==> src/rtl/game_pkg.sv <==
// Shared types and default constants for the game status controller.
// Holds the FSM state encoding and saturating score helpers.
// No timing or flow control of its own.
package game_pkg;

    typedef enum logic [2:0] {
        ST_IDLE   = 3'd0,
        ST_PLAY   = 3'd1,
        ST_FREEZE = 3'd2,
        ST_WON    = 3'd3,
        ST_LOST   = 3'd4
    } game_state_t;

    localparam logic [6:0] START_TIME      = 7'd99;
    localparam logic [1:0] START_LIVES     = 2'd3;
    localparam logic [2:0] FREEZE_SECS     = 3'd5;
    localparam logic [9:0] MINE_PENALTY    = 10'd10;
    localparam logic [6:0] LOW_TIME_THRESH = 7'd10;
    localparam logic [9:0] SCORE_MAX       = 10'd1023;

    function automatic logic [9:0] score_add(input logic [9:0] a, input logic [6:0] b);
        logic [10:0] w_sum;
        w_sum = {1'b0, a} + {4'b0000, b};
        return w_sum[10] ? SCORE_MAX : w_sum[9:0];
    endfunction

    function automatic logic [9:0] score_sub(input logic [9:0] a, input logic [9:0] b);
        return (a > b) ? (a - b) : 10'd0;
    endfunction

endpackage

==> src/rtl/sec_countdown.sv <==
// Loadable seconds down-counter: load wins over tick, floors at zero.
// Count and zero flag reflect a load/tick one cycle after it is applied.
// No backpressure; load/tick are sampled every cycle.
module sec_countdown #(
    parameter int           W       = 7,
    parameter logic [W-1:0] RST_VAL = '0
) (
    input  logic         clk,
    input  logic         rst_n,
    input  logic         i_load,
    input  logic [W-1:0] i_load_val,
    input  logic         i_tick,
    output logic [W-1:0] o_count,
    output logic         o_zero
);

    logic [W-1:0] r_count;

    always_ff @(posedge clk or negedge rst_n) begin
        if (!rst_n) begin
            r_count <= RST_VAL;
        end else if (i_load) begin
            r_count <= i_load_val;
        end else if (i_tick && (r_count != '0)) begin
            r_count <= r_count - W'(1);
        end
    end

    assign o_count = r_count;
    assign o_zero  = (r_count == '0);

endmodule

==> src/rtl/game_status_ctrl.sv <==
// Round/lives/timer/score controller for the minesweeper-style game; scoring under GAME_STATUS_SCORE_EN.
// All outputs registered: effects appear the cycle after the input (edge) is sampled.
// No backpressure; every input is evaluated each cycle.
module game_status_ctrl #(
    parameter logic [6:0] START_TIME   = game_pkg::START_TIME,
    parameter logic [1:0] START_LIVES  = game_pkg::START_LIVES,
    parameter logic [2:0] FREEZE_SECS  = game_pkg::FREEZE_SECS,
    parameter logic [9:0] MINE_PENALTY = game_pkg::MINE_PENALTY
) (
    input  logic       clk,
    input  logic       rst_n,
    input  logic       start_key,
    input  logic       one_sec,
    input  logic       mine_exploded,
    input  logic       game_won,
    input  logic       pause_time,
    output logic [2:0] game_state,
    output logic [1:0] lives,
    output logic [6:0] time_left,
    output logic [2:0] freeze_left,
    output logic [9:0] score,
    output logic       board_reset,
    output logic       play_en,
    output logic       low_time
);
    import game_pkg::*;

    game_state_t r_state, w_state_nxt;
    logic        r_start_q, r_won_q, r_pause_q;
    logic        w_start_rise, w_won_rise, w_pause_rise;
    logic        w_in_round, w_mine_final, w_win, w_timeout, w_frz_expire;
    logic        w_time_load, w_time_tick, w_time_zero;
    logic        w_frz_load, w_frz_tick, w_frz_zero;
    logic [2:0]  w_frz_load_val, w_frz;
    logic [6:0]  w_time, w_time_nxt;
    logic [1:0]  r_lives, w_lives_nxt;
    logic        r_board_reset, r_play_en, r_low_time;
    logic        w_board_reset_nxt, w_play_en_nxt, w_low_time_nxt;

    always_ff @(posedge clk or negedge rst_n) begin
        if (!rst_n) begin
            r_start_q <= 1'b0;
            r_won_q   <= 1'b0;
            r_pause_q <= 1'b0;
        end else begin
            r_start_q <= start_key;
            r_won_q   <= game_won;
            r_pause_q <= pause_time;
        end
    end

    assign w_start_rise = start_key  & ~r_start_q;
    assign w_won_rise   = game_won   & ~r_won_q;
    assign w_pause_rise = pause_time & ~r_pause_q;

    // Event priority: final-life hit > win > timeout > pause.
    assign w_in_round   = (r_state == ST_PLAY) || (r_state == ST_FREEZE);
    assign w_mine_final = w_in_round && mine_exploded && (r_lives <= 2'd1);
    assign w_win        = w_in_round && w_won_rise && !w_mine_final;
    assign w_timeout    = (r_state == ST_PLAY) && one_sec && (w_time_zero || (w_time == 7'd1))
                          && !w_mine_final && !w_won_rise;
    assign w_frz_expire = one_sec && (w_frz_zero || (w_frz == 3'd1));

    always_ff @(posedge clk or negedge rst_n) begin
        if (!rst_n) begin
            r_state <= ST_IDLE;
        end else begin
            r_state <= w_state_nxt;
        end
    end

    always_comb begin
        w_state_nxt = r_state;
        case (r_state)
            ST_IDLE: begin
                if (w_start_rise) w_state_nxt = ST_PLAY;
            end
            ST_PLAY, ST_FREEZE: begin
                if (w_mine_final || w_timeout)                   w_state_nxt = ST_LOST;
                else if (w_win)                                  w_state_nxt = ST_WON;
                else if (w_pause_rise)                           w_state_nxt = ST_FREEZE;
                else if ((r_state == ST_FREEZE) && w_frz_expire) w_state_nxt = ST_PLAY;
            end
            ST_WON, ST_LOST: begin
                if (w_start_rise) w_state_nxt = ST_IDLE;
            end
            default: w_state_nxt = ST_IDLE;
        endcase
    end

    always_comb begin
        w_time_load       = 1'b0;
        w_time_tick       = 1'b0;
        w_frz_load        = 1'b0;
        w_frz_load_val    = 3'd0;
        w_frz_tick        = 1'b0;
        w_lives_nxt       = r_lives;
        w_board_reset_nxt = 1'b0;
        if ((r_state == ST_IDLE) && w_start_rise) begin
            w_time_load       = 1'b1;
            w_frz_load        = 1'b1;
            w_lives_nxt       = START_LIVES;
            w_board_reset_nxt = 1'b1;
        end
        if (w_in_round) begin
            if (mine_exploded && (r_lives != 2'd0)) w_lives_nxt = r_lives - 2'd1;
            if (!w_mine_final && !w_win) begin
                if (r_state == ST_PLAY) w_time_tick = one_sec;
                if (w_pause_rise && !w_timeout) begin
                    w_frz_load     = 1'b1;
                    w_frz_load_val = FREEZE_SECS;
                end else if (r_state == ST_FREEZE) begin
                    w_frz_tick = one_sec;
                end
            end
        end
    end

    // Look-ahead of the timer so low_time lines up with time_left.
    assign w_time_nxt     = w_time_load ? START_TIME :
                            (w_time_tick && !w_time_zero) ? (w_time - 7'd1) : w_time;
    assign w_play_en_nxt  = (w_state_nxt == ST_PLAY) || (w_state_nxt == ST_FREEZE);
    assign w_low_time_nxt = w_play_en_nxt && (w_time_nxt <= LOW_TIME_THRESH);

    sec_countdown #(.W(7), .RST_VAL(START_TIME)) u_time_cnt (
        .clk        (clk),
        .rst_n      (rst_n),
        .i_load     (w_time_load),
        .i_load_val (START_TIME),
        .i_tick     (w_time_tick),
        .o_count    (w_time),
        .o_zero     (w_time_zero)
    );

    sec_countdown #(.W(3), .RST_VAL(3'd0)) u_freeze_cnt (
        .clk        (clk),
        .rst_n      (rst_n),
        .i_load     (w_frz_load),
        .i_load_val (w_frz_load_val),
        .i_tick     (w_frz_tick),
        .o_count    (w_frz),
        .o_zero     (w_frz_zero)
    );

    always_ff @(posedge clk or negedge rst_n) begin
        if (!rst_n) begin
            r_lives       <= START_LIVES;
            r_board_reset <= 1'b0;
            r_play_en     <= 1'b0;
            r_low_time    <= 1'b0;
        end else begin
            r_lives       <= w_lives_nxt;
            r_board_reset <= w_board_reset_nxt;
            r_play_en     <= w_play_en_nxt;
            r_low_time    <= w_low_time_nxt;
        end
    end

`ifdef GAME_STATUS_SCORE_EN
    logic [9:0] r_score, w_score_nxt;

    always_comb begin
        w_score_nxt = r_score;
        if ((r_state == ST_IDLE) && w_start_rise) begin
            w_score_nxt = 10'd0;
        end else if (w_in_round) begin
            if (mine_exploded) w_score_nxt = score_sub(w_score_nxt, MINE_PENALTY);
            if (w_win)         w_score_nxt = score_add(w_score_nxt, w_time);
        end
    end

    always_ff @(posedge clk or negedge rst_n) begin
        if (!rst_n) begin
            r_score <= 10'd0;
        end else begin
            r_score <= w_score_nxt;
        end
    end

    assign score = r_score;
`else
    // Scoring compiled out; the penalty parameter is kept so instantiations stay uniform.
    assign score = MINE_PENALTY & 10'd0;
`endif

    assign game_state  = r_state;
    assign lives       = r_lives;
    assign time_left   = w_time;
    assign freeze_left = w_frz;
    assign board_reset = r_board_reset;
    assign play_en     = r_play_en;
    assign low_time    = r_low_time;

endmodule

==> config.mk <==
export PLATFORM = sky130hd
export DESIGN_NAME = game_status_ctrl
export DESIGN_NICKNAME = d
export VERILOG_FILES = /design/src/rtl/game_pkg.sv /design/src/rtl/sec_countdown.sv /design/src/rtl/game_status_ctrl.sv
export SDC_FILE = /design/constraint.sdc
export NUM_CORES = 1
export LEC_CHECK = 0
export ABC_CLOCK_PERIOD_IN_PS = 3700
export CORE_MARGIN = 5
export CORE_UTILIZATION = 40
export DETAILED_ROUTE_END_ITERATION = 8
export DONT_BUFFER_PORTS = 1
export PLACE_DENSITY_LB_ADDON = 0.12
export SYNTH_ARGS = -nofsm -noshare
export SYNTH_HDL_FRONTEND = slang
export SYNTH_HIERARCHICAL = 1
export SYNTH_SLANG_ARGS = --single-unit
==> constraint.sdc <==
create_clock -name clk -period 3.7 [get_ports clk]
set_input_delay 0.74 -clock clk [delete_from_list [all_inputs] [get_ports clk]]
set_output_delay 0.74 -clock clk [all_outputs]
set_load 0.01 [all_outputs]
# After elaboration in Yosys (flattened, before gate mapping)
# Index checks and enable logic that the tools add are counted.
dict set report totals {
  ff_bits 21
  ram_bits 0
  out_inout_bits 28
  elab_cells 97
  mem_count 0
  mem_bits_ro 0
  inputBits 7
  latchBits 0
}
dict set report classes {
  n_mul 0
  add_sub_neg 3
  reduce_logical 38
  magnitude_cmp 2
  n_mux 30
  div 0
  n_eq_ne 8
  bitwise 6
  shift 0
}
# cell count
set ops {}
lappend ops {{3-bit 2-to-1 mux} 11}
lappend ops {{7-bit 2-to-1 mux} 4}
lappend ops {{1-bit logical AND} 18}
lappend ops {{1-bit 2-to-1 mux} 11}
lappend ops {{3-bit by 1-bit equality test with 1-bit output (second input constant)} 3}
lappend ops {{3-bit by 2-bit equality test with 1-bit output (second input constant)} 3}
lappend ops {{3-bit one-hot mux with 3 select lines} 1}
lappend ops {{7-bit by 1-bit equality test with 1-bit output (second input constant)} 1}
lappend ops {{7-bit by 4-bit <= comparator with 1-bit output (second input constant)} 1}
lappend ops {{7-bit zero test} 1}
lappend ops {{7-bit nonzero test} 1}
lappend ops {{7-bit by 1-bit subtractor with 7-bit output (second input constant)} 1}
lappend ops {{3-bit zero test} 2}
lappend ops {{2-bit 2-to-1 mux} 3}
lappend ops {{2-bit nonzero test} 3}
lappend ops {{1-bit zero test} 5}
lappend ops {{1-bit logical OR} 5}
lappend ops {{2-bit OR reduction} 2}
lappend ops {{1-bit bitwise AND} 3}
lappend ops {{3-bit equality test (second input constant)} 1}
lappend ops {{1-bit NOT} 3}
lappend ops {{3-bit nonzero test} 1}
lappend ops {{3-bit by 1-bit subtractor with 3-bit output (second input constant)} 1}
lappend ops {{2-bit by 1-bit <= comparator with 1-bit output (second input constant)} 1}
lappend ops {{2-bit by 1-bit subtractor with 2-bit output (second input constant)} 1}

# Logic depth before layout (Yosys ltp)
dict set report logic_depth {
  depth_word 15
  mapped_depth 10
  depth_no_buf 10
}

# Modules after synthesis
# Netlist, hierarchy kept.
# module seq_area_each_um2 cells_per_inst instances area_per_inst_um2
set by_module_without_submodules {}
lappend by_module_without_submodules {game_status_ctrl 277.8 97 1 845.8}
lappend by_module_without_submodules {{sec_countdown at u_time_cnt} 180.2 52 1 466.7}
lappend by_module_without_submodules {{sec_countdown at u_freeze_cnt} 75.1 19 1 190.2}

# Least setup slack after synthesis
# OpenSTA, ideal clock, no wires.
dict set report synth_timing {
  kind {register -> register}
  start {register u_time_cnt.r_count[1] (netlist: u_time_cnt/o_count[1])}
  end {register u_freeze_cnt.r_count[1] (netlist: u_freeze_cnt/o_count[1])}
  setup_slack_ns 1.088
  arrival_time_ns 2.508
  path_buffers 0
  required_ns 3.596
  synth_period_minus_slack_ns 2.612
  stages_incl_launch_ff 11
  setup_ns 0.104
  path_cell_list {dfstp_2 > inv_1 > ha_1 > or3b_2 > nor2_1 > a31oi_1 > nor2_2 > nor3_1 > or2_1 > or4b_1 > o311ai_1}
}
dict set report synth_between {
  elab_cells_between_ends 17
  classes_between {1 x eq/ne; 7 x mux; 9 x reduce/logical}
}
# element line_no
set synth_rtl {}
lappend synth_rtl {{start: declaration} sec_countdown.sv:17} ;# logic [W-1:0] r_count;
lappend synth_rtl {{start signal: assignment} sec_countdown.sv:23} ;# r_count <= i_load_val;
lappend synth_rtl {{start signal: assignment} sec_countdown.sv:25} ;# r_count <= r_count - W'(1);
lappend synth_rtl {{7-bit zero test (*)} sec_countdown.sv:30} ;# assign o_zero = (r_count == '0);
lappend synth_rtl {{net w_time_zero} game_status_ctrl.sv:32} ;# logic w_time_load, w_time_tick, w_time_zero;
lappend synth_rtl {{1-bit logical OR (*)} game_status_ctrl.sv:60} ;# assign w_timeout = (r_state == ST_PLAY) && one_sec && (w_time_zero || (w_time == 7'd1))
lappend synth_rtl {{1-bit logical AND (*)} game_status_ctrl.sv:60}
lappend synth_rtl {{1-bit logical AND (*) (2 in series)} game_status_ctrl.sv:61} ;# && !w_mine_final && !w_won_rise;
lappend synth_rtl {{1-bit zero test (*)} game_status_ctrl.sv:109} ;# if (w_pause_rise && !w_timeout) begin
lappend synth_rtl {{1-bit logical AND (*)} game_status_ctrl.sv:109}
lappend synth_rtl {{1-bit 2-to-1 mux (*)} game_status_ctrl.sv:109}
lappend synth_rtl {{1-bit 2-to-1 mux (*)} game_status_ctrl.sv:107} ;# if (!w_mine_final && !w_win) begin
lappend synth_rtl {{1-bit 2-to-1 mux (*)} game_status_ctrl.sv:105} ;# if (w_in_round) begin
lappend synth_rtl {{net w_frz_load} game_status_ctrl.sv:33} ;# logic w_frz_load, w_frz_tick, w_frz_zero;
lappend synth_rtl {{3-bit 2-to-1 mux / 2-bit nonzero test (equally long branches)} n/a}
lappend synth_rtl {{end signal: assignment} sec_countdown.sv:23}
lappend synth_rtl {{end signal: assignment} sec_countdown.sv:25}
lappend synth_rtl {{end: declaration} sec_countdown.sv:17}
# The timed path passes the listed nets; every way through them passes the cells marked *.
# A chain may end at the register's enable or synchronous reset.

# Worst setup path in the final report
dict set report layout_timing {
  start {register u_time_cnt.r_count[0] (netlist: u_time_cnt/o_count[0])}
  end {register u_freeze_cnt.r_count[1] (netlist: u_freeze_cnt/o_count[1])}
}
# The elaborated chain is that of the path after synthesis.

==> impl_results.md <==
- DP Area: 1550 µm²
- Relative slew slack: 0.570
- Root Driver: clkbuf_8
- Critical path data required time: 3.87 ns
- Fin Clk Skew: 0.00779 ns
- Combined area of all synthesized cells: 1500 µm²
- Total GRT Usage: 0.140
- Post-layout min period: 2.93 ns
- Slew Limit Fails: 0
- CTS Sinks: 21
- TNS Setup: 0 ns
- DR WL/cell: 15.4 µm
- Bufs on Longest Clock Path: 2
- Post-CTS Resized: 0
- F_max: 342 MHz
- RSZ-0062 raised after global routing: no
- Die height: 71.3 µm
- Layout area overhead: 6.33%
- Worst vdd ir: 280 µV
- Initial antenna violation count: 0
- DR pass1 iterations: 4
- Die area: 5080 µm²
- CTS tree: done
- Crit path kind: flop to flop
- GPL Wtd Cong: 0.884
- Reg-to-reg startpoint: u_time_cnt/o_count[0]$_DFFE_PN1P_
- Finished Cell Area: 1600 µm²
- Cells after DPL: 222
- Total of max-cap violations: 0
- DRC viols: 0
- Worst slack at placement: 0.821 ns
- Setup violators final: 0
- Pwr/cell area: 813 nW/µm²
- Finished Layout Cells: 226
- # nets final: 193
- Final worst-path cycle share: 0.791
- Post-Syn Instances: 168
- Hpwl dp: 2.51 mm
- Vias: 1256
- Hold_buf cts: 0
- Outcome: finished clean
- Seq cells post-synth: 21
- Critical R2R Capture: u_freeze_cnt/o_count[1]$_DFFE_PN0P_
- Reg2Reg Depth: 10
- Total CTS buffers: 3
- Tot Pwr: 1.30 mW
- Total congestion overflow: 0
- Vias per cell: 5.56
- Flop2flop setup slack: 0.77 ns
- Largest net degree at the start of global routing: 22
- Fill cell count: 377
- Htree depth: 1
- Leak pwr: 0.666 nW
- CP arrival: 3.09 ns
- PortBufs: 0
- Setup crit end kind: flop
- Startpoint Class: flop
- First-pass GRT wire length: 5.80 mm
- Synthesis Warnings: 6
- Worst-path maximum fanout: 11
- Ys flop type: dfrtp_1
- Io pins: 35
- Async SR Flop Fraction: 1.00
- Syn avg cell area: 8.94 µm²
- Clock-pin transition on the worst setup and hold timing paths: 0.09 ns
- Iteration-0 DRC Markers: 45
- Slew @ Worst Pin: 0.639 ns
- Final WS setup: 0.772 ns
- Setup bufs post-CTS: 0
- Initial Util: 0.410
- Core area: 3660 µm²
- Share of layout cells above drive strength 1: 0.101
- Number of flops mapped to enable cells by yosys: 0
- Antenna-violating nets left: 0
- Vias in the first global route: 1191
- Hold Crit Class: input pin to async pin
- Die Wd: 71.3 µm
- Site Rows: 22
- Antenna cells: 0
- Register area share after synthesis: 0.355
- Final Hold Viols: 0
- Clock Latency Late Sink: 0.27 ns
- Total length of routed wires: 3.49 mm
- Post-synthesis cell type count: 51
## placed cells by master, fill, tap and decap left out, types with 2 or more instances in the layout
cell type and n:
a311o_1 3, conb_1 18, a21o_1 3, nand2_1 9, ha_1 7, nor4_1 3, xor2_1 2, dfrtp_1 15
o22ai_1 2, nor3_1 8, nand3_1 3, nor2_1 12, o31ai_1 4, o311ai_1 2, o211ai_1 2, o21ai_0 3
clkbuf_8 3, a21oi_1 10, nor3b_1 3, nor2b_1 5, or4b_1 4, nand2b_1 9, inv_1 13, dfstp_2 6
o21a_1 2
## metal layers
layer  vias to the layer above  wire (µm)  track usage
li1                        609          -            -
met1                       617       1570        0.189
met2                        23       1670        0.212
met3                         7        184       0.0393
met4                         0         58       0.0564
met5                         -          0            0
## worst max path at each step
stage | from | to | slack (ns) | cells past startpoint
global placement | u_time_cnt/o_count[0]$_DFFE_PN1P_ | u_freeze_cnt/o_count[2]$_DFFE_PN0P_ | 0.89 | 10
detailed placement | u_time_cnt/o_count[0]$_DFFE_PN1P_ | u_freeze_cnt/o_count[1]$_DFFE_PN0P_ | 0.82 | 10
global route | u_time_cnt/o_count[0]$_DFFE_PN1P_ | u_freeze_cnt/o_count[1]$_DFFE_PN0P_ | 0.62 | 10
floorplan | u_time_cnt/o_count[1]$_DFFE_PN1P_ | u_freeze_cnt/o_count[1]$_DFFE_PN0P_ | 1.09 | 10
finish | u_time_cnt/o_count[0]$_DFFE_PN1P_ | u_freeze_cnt/o_count[1]$_DFFE_PN0P_ | 0.77 | 10
CTS | u_time_cnt/o_count[0]$_DFFE_PN1P_ | u_freeze_cnt/o_count[1]$_DFFE_PN0P_ | 0.78 | 10
## logic make-up (layout without fill, tap and decap cells)
kind of cell    Yosys count  after routing  share of synthesized area
other cells               2             18                    0.00500
compound gates           43             43                      0.211
buf+inv                  24             18                     0.0849
fa+ha+maj                 7              7                     0.0583
simple gates             67             67                      0.261
xor+xnor                  3              3                     0.0175
flops                    21             21                      0.355
mux                       1              1                    0.00749
## worst max-delay path, stage by stage (launching register included)
cell and delay [ns]:
dfstp_2 0.45, inv_1 0.10, ha_1 0.28, or3b_2 0.50, nor2_1 0.18, a31oi_1 0.07
nor2_2 0.17, nor3_1 0.11, or2_1 0.32, or4b_1 0.55, o311ai_1 0.09
## stage by stage
step           hold slack [ns]  utilization
2_1_floorplan            0.444            -
3_3_place_gp             0.445        0.424
3_5_place_dp             0.445        0.424
4_1_cts                  0.145        0.436
5_1_grt                  0.141        0.436
6_report                 0.150        0.436
## cell type report
class                           instances  area (µm²)  share of cell area
Clock buffer                            3        41.3              0.0258
Sequential cell                        21         533               0.334
Multi-Input combinational cell        139         902               0.565
Timing Repair Buffer                    1        7.51             0.00470
Clock inverter                          1        5.00             0.00313
Tap cell                               48        60.1              0.0376
Inverter                               13        48.8              0.0305
## flip-flops by register name (all words and copies together), names as in the netlist
| register | flops |
|---|---|
| u_time_cnt/o_count | 7 |
| game_state | 3 |
| u_freeze_cnt/o_count | 3 |
| lives | 2 |
| board_reset | 1 |
| low_time | 1 |
| play_en | 1 |
| r_pause_q | 1 |
| r_start_q | 1 |
| r_won_q | 1 |
## cell usage after synthesis, types with 2 or more instances
cell type	n	area, µm²
buf_4	10	75.1
o311ai_1	2	17.5
o22ai_1	2	12.5
nor4_1	3	18.8
ha_1	7	87.6
a311o_1	3	30.0
nor2_1	12	45.0
nand2b_1	9	56.3
nor2b_1	5	31.3
dfrtp_1	15	375
o211ai_1	2	15.0
nand3_1	3	15.0
a21oi_1	10	50.1
nor3b_1	3	22.5
dfstp_2	6	158
nand2_1	9	33.8
nor3_1	8	40.0
o21ai_0	3	15.0
o21a_1	2	15.0
conb_1	2	7.51
or4b_1	4	40.0
inv_1	13	48.8
a21o_1	3	22.5
xor2_1	2	17.5
o31ai_1	4	30.0
## where the power goes
group	internal, mW	switching, mW
clock network	0.0754	0.0848
logic	0.262	0.320
registers	0.343	0.214
total	0.681	0.619
No activity file was read; power rests on OpenSTA's default activity.
